--- src/rtl/alu_seq.sv ---
// alu_seq: clocked ALU with start/busy/done handshake; shifts and popcount iterate one step per cycle.
// Optional saturating add/sub (opcodes 11/12) enabled by defining ALU_SEQ_SAT_EN.
module alu_seq #(
  parameter int WIDTH = 8,
  parameter int CNT_W = $clog2(WIDTH + 1)
) (
  input  logic             clk,
  input  logic             reset,
  input  logic             start,
  input  logic             optype,
  input  logic [3:0]       op,
  input  logic [WIDTH-1:0] acc_in,
  input  logic [WIDTH-1:0] reg_in,
  output logic             busy,
  output logic             done,
  output logic [WIDTH-1:0] out,
  output logic             z,
  output logic             c,
  output logic             n,
  output logic             v
);

  localparam logic [3:0] OP_ADD  = 4'd2;
  localparam logic [3:0] OP_SUB  = 4'd3;
  localparam logic [3:0] OP_SHL  = 4'd4;
  localparam logic [3:0] OP_SHR  = 4'd5;
  localparam logic [3:0] OP_AND  = 4'd6;
  localparam logic [3:0] OP_OR   = 4'd7;
  localparam logic [3:0] OP_XOR  = 4'd8;
  localparam logic [3:0] OP_POP  = 4'd9;
  localparam logic [3:0] OP_CMP  = 4'd10;
`ifdef ALU_SEQ_SAT_EN
  localparam logic [3:0] OP_SADD = 4'd11;
  localparam logic [3:0] OP_SSUB = 4'd12;
`endif

  localparam logic [CNT_W-1:0] CNT_ONE = CNT_W'(1);
  localparam logic [CNT_W-1:0] CNT_WID = CNT_W'(WIDTH);
  localparam logic [CNT_W-1:0] CNT_POP = CNT_W'(WIDTH - 1);
  localparam logic [WIDTH-1:0] VAL_WID = WIDTH'(WIDTH);

  typedef enum logic {IDLE, RUN} state_t;

  state_t           state, state_nxt;
  logic [3:0]       lop;
  logic [WIDTH-1:0] work, work_nxt;
  logic [WIDTH-1:0] opnd, opnd_nxt;
  logic [CNT_W-1:0] cnt, cnt_nxt;

  logic [WIDTH:0]   sum, diff;
  logic [CNT_W-1:0] k;
  logic [WIDTH-1:0] res;
  logic             fin, set_out, set_zn, set_cv;
  logic             rz, rc, rn, rv;

  assign sum  = {1'b0, acc_in} + {1'b0, reg_in};
  assign diff = {1'b0, acc_in} - {1'b0, reg_in};
  assign k    = (reg_in >= VAL_WID) ? CNT_WID : reg_in[CNT_W-1:0];
  assign busy = (state == RUN);

  always_comb begin
    state_nxt = state;
    work_nxt  = work;
    opnd_nxt  = opnd;
    cnt_nxt   = cnt;
    res       = out;
    fin       = 1'b0;
    set_out   = 1'b0;
    set_zn    = 1'b0;
    set_cv    = 1'b0;
    rz        = z;
    rc        = c;
    rn        = n;
    rv        = v;
    case (state)
      IDLE: begin
        if (start) begin
          fin = 1'b1;
          if (!optype) begin
            case (op)
              OP_ADD: begin
                res = sum[WIDTH-1:0]; rc = sum[WIDTH]; set_out = 1'b1; set_cv = 1'b1;
                rv = (acc_in[WIDTH-1] == reg_in[WIDTH-1]) && (sum[WIDTH-1] != acc_in[WIDTH-1]);
              end
              OP_SUB: begin
                res = diff[WIDTH-1:0]; rc = diff[WIDTH]; set_out = 1'b1; set_cv = 1'b1;
                rv = (acc_in[WIDTH-1] != reg_in[WIDTH-1]) && (diff[WIDTH-1] != acc_in[WIDTH-1]);
              end
              OP_SHL, OP_SHR: begin
                // First bit position is shifted on the accept edge; RUN covers the remaining k-1.
                if (k <= CNT_ONE) begin
                  set_out = 1'b1;
                  if (k == '0)          res = acc_in;
                  else if (op == OP_SHL) res = acc_in << 1;
                  else                   res = acc_in >> 1;
                end else begin
                  fin       = 1'b0;
                  state_nxt = RUN;
                  work_nxt  = (op == OP_SHL) ? (acc_in << 1) : (acc_in >> 1);
                  cnt_nxt   = k - CNT_ONE;
                end
              end
              OP_AND: begin res = acc_in & reg_in; set_out = 1'b1; end
              OP_OR:  begin res = acc_in | reg_in; set_out = 1'b1; end
              OP_XOR: begin res = acc_in ^ reg_in; set_out = 1'b1; end
              OP_POP: begin
                fin       = 1'b0;
                state_nxt = RUN;
                work_nxt  = WIDTH'(reg_in[0]);
                opnd_nxt  = reg_in >> 1;
                cnt_nxt   = CNT_POP;
              end
              OP_CMP: begin
                set_zn = 1'b1;
                rz     = (acc_in == reg_in);
                rn     = diff[WIDTH];
              end
`ifdef ALU_SEQ_SAT_EN
              OP_SADD: begin
                res = sum[WIDTH] ? '1 : sum[WIDTH-1:0];
                rc = sum[WIDTH]; rv = 1'b0; set_out = 1'b1; set_cv = 1'b1;
              end
              OP_SSUB: begin
                res = diff[WIDTH] ? '0 : diff[WIDTH-1:0];
                rc = diff[WIDTH]; rv = 1'b0; set_out = 1'b1; set_cv = 1'b1;
              end
`endif
              default: ;
            endcase
          end
        end
      end
      RUN: begin
        case (lop)
          OP_SHL:  work_nxt = work << 1;
          OP_SHR:  work_nxt = work >> 1;
          default: begin
            work_nxt = work + WIDTH'(opnd[0]);
            opnd_nxt = opnd >> 1;
          end
        endcase
        cnt_nxt = cnt - CNT_ONE;
        if (cnt == CNT_ONE) begin
          state_nxt = IDLE;
          fin       = 1'b1;
          set_out   = 1'b1;
          res       = work_nxt;
        end
      end
      default: state_nxt = IDLE;
    endcase
    // Every op that writes out also refreshes z/n from it; cmp sets z/n directly.
    if (set_out) begin
      rz = ~|res;
      rn = res[WIDTH-1];
    end
  end

  always_ff @(posedge clk or posedge reset) begin
    if (reset) state <= IDLE;
    else       state <= state_nxt;
  end

  always_ff @(posedge clk or posedge reset) begin
    if (reset) begin
      lop  <= '0;
      work <= '0;
      opnd <= '0;
      cnt  <= '0;
      done <= 1'b0;
      out  <= '0;
      z    <= 1'b0;
      c    <= 1'b0;
      n    <= 1'b0;
      v    <= 1'b0;
    end else begin
      if (state == IDLE && start) lop <= op;
      work <= work_nxt;
      opnd <= opnd_nxt;
      cnt  <= cnt_nxt;
      done <= fin;
      if (set_out) out <= res;
      if (set_out || set_zn) begin
        z <= rz;
        n <= rn;
      end
      if (set_cv) begin
        c <= rc;
        v <= rv;
      end
    end
  end

endmodule

--- config.mk ---
export PLATFORM = sky130hd
export DESIGN_NAME = alu_seq
export DESIGN_NICKNAME = d
export VERILOG_FILES = /design/src/rtl/alu_seq.sv
export SDC_FILE = /design/constraint.sdc
export NUM_CORES = 1
export LEC_CHECK = 0
export CORE_ASPECT_RATIO = 1.5
export CORE_MARGIN = 5
export CORE_UTILIZATION = 50
export CTS_BUF_LIST = sky130_fd_sc_hd__clkbuf_16
export DETAILED_ROUTE_END_ITERATION = 8
export PLACE_DENSITY = 0.71
export SYNTH_ARGS = -nofsm -noshare
export SYNTH_HDL_FRONTEND = slang
export SYNTH_SLANG_ARGS = --single-unit
--- constraint.sdc ---
create_clock -name clk -period 2.65 [get_ports clk]
set_input_delay 0.3975 -clock clk [delete_from_list [all_inputs] [get_ports clk]]
set_output_delay 0.3975 -clock clk [all_outputs]
set_load 0.005 [all_outputs]
==> results of run 1 <==
[power by group through the flow]
| stage | Combinational (mW) | Clock, mW | Sequential (mW) |
|---|---|---|---|
| after floorplan | 1.10 | 0 | 0.965 |
| after global placement | 1.79 | 0 | 1.00 |
| after detailed placement | 1.83 | 0 | 1.02 |
| after CTS | 1.99 | 0.769 | 1.01 |
| after global routing | 2.48 | 0.798 | 1.06 |
| final | 2.30 | 0.774 | 1.04 |
[stage by stage]
stage                     std cells  utilization, %  power, mW
after floorplan                 472               -      2.067
after global placement          718           71.67      2.790
after detailed placement        718           71.67      2.850
after CTS                       756           79.45      3.775
after global routing            755           82.65      4.336
final                           755           82.65      4.117
[kinds of logic (layout without fill, tap and decap cells)]
group,after synthesis,after routing
flip-flops,37,37
adder cells (fa/ha/maj),32,32
AO/OA/AOI/OAI,146,146
XOR/XNOR,13,13
AND/OR/NAND/NOR,165,165
buffers and inverters,57,240
multiplexers,22,22
[final cells by class]
cell class	instances	area, µm²
Multi-Input combinational cell	378	3002
Timing Repair Buffer	200	1647
Tap cell	100	125.1
Clock buffer	5	125.1
Fill cell	445	1262
Inverter	32	122.6
Sequential cell	37	925.9
Clock inverter	3	65.06
[worst min-delay path by stage]
stage | startpoint | to | slack [ns] | depth (start not counted)
after detailed placement | opnd[5] | opnd[5] | 0.48 | 2
final | opnd[5] | opnd[5] | 0.49 | 2
after global placement | opnd[3] | opnd[3] | 0.46 | 2
after floorplan | opnd[1] | opnd[1] | 0.45 | 2
after CTS | opnd[5] | opnd[5] | 0.49 | 2
after global routing | opnd[3] | opnd[3] | 0.52 | 2
[layer usage]
metal  wire (µm)  vias up  share of wire [%]
met3         958      118                5.8
li1            -     2104                  -
met4        1640        0                9.8
met2        8399      273                 50
met5           0        -                  0
met1        5657     2290                 34
[flip-flops by register name (all words and copies together) (netlist names)]
| name | flops |
|---|---|
| lop | 4 |
| busy | 1 |
| v | 1 |
| work | 8 |
| cnt | 4 |
| opnd | 7 |
| out | 8 |
| n | 1 |
| done | 1 |
| c | 1 |
| z | 1 |
[worst max-delay path: stages]
cell	delay (ns)
sky130_fd_sc_hd__buf_6	0.09
sky130_fd_sc_hd__or4_4	0.56
sky130_fd_sc_hd__nor2_4	0.17
sky130_fd_sc_hd__nand2_4	0.07
sky130_fd_sc_hd__inv_4	0.06
sky130_fd_sc_hd__ha_4	0.11
sky130_fd_sc_hd__o21ba_4	0.16
sky130_fd_sc_hd__o41ai_4	0.32
sky130_fd_sc_hd__nand2_2	0.11
sky130_fd_sc_hd__a221o_1	0.37
sky130_fd_sc_hd__o21ba_4	0.22
sky130_fd_sc_hd__or4b_4	0.48
sky130_fd_sc_hd__o41ai_2	0.20
[cell usage after synthesis, types with 3 or more instances]
cell type,count
sky130_fd_sc_hd__a211oi_1,12
sky130_fd_sc_hd__a21o_1,3
sky130_fd_sc_hd__a21oi_1,17
sky130_fd_sc_hd__a22oi_1,10
sky130_fd_sc_hd__a31oi_1,6
sky130_fd_sc_hd__and2_1,4
sky130_fd_sc_hd__and3_1,3
sky130_fd_sc_hd__and3b_1,3
sky130_fd_sc_hd__clkbuf_1,21
sky130_fd_sc_hd__dfrtp_1,37
sky130_fd_sc_hd__ha_1,30
sky130_fd_sc_hd__inv_1,31
sky130_fd_sc_hd__mux2_2,4
sky130_fd_sc_hd__mux2i_1,18
sky130_fd_sc_hd__nand2_1,56
sky130_fd_sc_hd__nand2b_1,7
sky130_fd_sc_hd__nand3_1,5
sky130_fd_sc_hd__nand3b_1,4
sky130_fd_sc_hd__nand4_1,5
sky130_fd_sc_hd__nor2_1,26
sky130_fd_sc_hd__nor2b_1,6
sky130_fd_sc_hd__nor3_1,14
sky130_fd_sc_hd__nor3b_1,6
sky130_fd_sc_hd__nor4b_1,4
sky130_fd_sc_hd__o211ai_1,4
sky130_fd_sc_hd__o21a_1,5
sky130_fd_sc_hd__o21ai_0,50
sky130_fd_sc_hd__o21bai_1,4
sky130_fd_sc_hd__o221ai_1,4
sky130_fd_sc_hd__o31ai_1,4
sky130_fd_sc_hd__or3_1,3
sky130_fd_sc_hd__or4_1,4
sky130_fd_sc_hd__or4b_1,3
sky130_fd_sc_hd__xnor2_1,9
sky130_fd_sc_hd__xor2_1,4
[what timing repair did]
action	in CTS	in global routing
cloned	0	1
buffers inserted	30	8
setup endpoints to repair	24	23
resized for setup	67	59
pin swaps	21	31
==> impl_metrics.ini, run 1 <==
[yosys]
share_of_synthesized_area_occupied_by_flip_flops_and_latches_pct = 24.56
synthDistinctLibCells = 67
synthesis.area_um2 = 3770
synth_area_per_cell_um2 = 7.987
synth_area_leaders = sky130_fd_sc_hd__dfrtp_1 (25%), sky130_fd_sc_hd__ha_1 (10%), sky130_fd_sc_hd__o21ai_0 (6.6%)
synth_enable_flop_cells = 0
ys_dominant_reg_cell = sky130_fd_sc_hd__dfrtp_1
synth_register_bits = 37
basic_gate_share_of_the_synthesized_area_counting_and_or_nand_and_nor_cells_pct = 23.27
synth-compound-area-share_pct = 26.42
area_share_of_the_leading_cell_type_in_the_synthesized_netlist_pct = 24.56
synth_cells = 472
post_synth_xor_area_fraction_pct = 3.020
synthAdderAreaFrac_pct = 11.02
muxShareOfSynthArea_pct = 5.974
synth_async_sr_flop_share_pct = 100.0
synth_largest_area_cell = sky130_fd_sc_hd__dfrtp_1
synth_top_family_by_area = compound AO/OA/AOI/OAI gates
yosys_warnings = 0
synth_fp_nets = 528

[global_routing]
grtUsageMet2_pct = 61.60
grt_first_pass_wirelength_um = 24270
grt_util_met3_pct = 4.861
grt_start_max_net_pins = 38
vias_in_the_first_global_route = 4869
grt_remaining_overflow = 0
gr-usage-all-layers_pct = 34.38
gr-max-usage-layer = met2
grt.met1_usage_pct = 33.75
grt_antenna_before_repair = 0

[sta]
fin_hold_ws_ns = 0.4868
finalWorstSetupSlack_ns = -0.4907
timing.final.setup_violations = 18
finalHoldViolCount = 0
slew_headroom_pct = 45.64
final_max_tran_viols = 0
rsz_0062_raised_after_global_routing = true
fin_skew_ns = 0.008810
fin_setup_tns_ns = -3.098
worst_margin_pin_slew_ns = 0.8069
period_minus_slack_ns = 3.141
min_period_over_period_pct = 118.5
timing.fmax_mhz = 318.4

[worst_setup_path]
timing.critical_path.arrival_ns = 3.32
setup.reg_to_reg.worst_slack_ns = -0.08
crit_path_end = z
startpoint_type = primary input
r2r_cells = 9
r2r-end = z
setup.worst_path.start = reg_in[4]
crit_path_end_kind = flop
critical_path_required_ns = 2.83
worstReg2RegStart = opnd[0]
critical_path_class = in -> reg
path_max_fanout = 2

[route]
initialDrtViolationCount = 405
detail_route.wl_per_cell_um = 22.06
antenna_left = 0
detail_route.vias_per_cell = 6.338
drt_drc_violations_left = 0
detail_route.first_pass.iterations = 7
vias = 4785
wirelength_um = 16660

[power_and_ir_drop]
internal-power_mw = 2.424
power.switching_mw = 1.693
max-vdd-ir-drop_v = 0.0004887
p_per_area_nw_per_um2 = 684.8
p_leak_nw = 2.747
portion_of_total_power_attributed_to_the_clock_network_pct = 18.8
p_seq_share_pct = 25.3
switching_share_pct = 41.12
power.share.combinational_pct = 55.9

[clock_network]
tritoncts.num_buffers = 5
cts.htree.levels = 2
insertion_delay_ns = 0.29
clock_path_buffers = 2
tritoncts_clock_tree = yes
cts.reportedPaths.clkPinSlew_ns = 0.06
tritoncts_num_sinks = 37
clock_root_buffer = sky130_fd_sc_hd__clkbuf_16
cts_hold_repair.buffers = 0

[floorplan]
count_of_standard_cell_rows = 38
effective_utilization_at_floorplan_pct = 51.82
dieHeight_um = 116.3
core_um2 = 7274
io_pins = 38
die_footprint_um2 = 9412
die-width_um = 80.90

[placed_design]
placement.cell_area_um2 = 5214
port_buffers = 37
place_ws_ns = -1.126
dp.final_hpwl_um = 11360
gp_congestion = 0.9986

[job]
maxCapViolations = 0

[cells_and_area]
mostFrequentLayoutCells = sky130_fd_sc_hd__buf_4 (151), sky130_fd_sc_hd__nand2_1 (50), sky130_fd_sc_hd__dfrtp_1 (37)
layout.cell_area.non_filler_um2 = 6012
synthToLayoutAreaGrowth_pct = 59.48
post_route_cells_drive_above_1_share_pct = 38.78
layout_commonest_cell = sky130_fd_sc_hd__buf_4
antenna-diode-count = 0
fin_nets = 710

[run_status]
failing_checks = negative setup slack
status = finished, violations left

[hold_path]
timing.hold.worst.class = reg -> reg
Power figures use the tool's default switching activity.
==> run 2: changes to the inputs <==
HOLD_SLACK_MARGIN = 0.08   (was default)
==> results of run 2 <==
No change in the layout: final DEF, timing and power equal those of run 1.
==> run 3: changes to the inputs <==
CTS_CLUSTER_DIAMETER = 150   (was default)
==> results of run 3 <==
No change in the layout: final DEF, timing and power equal those of run 1.
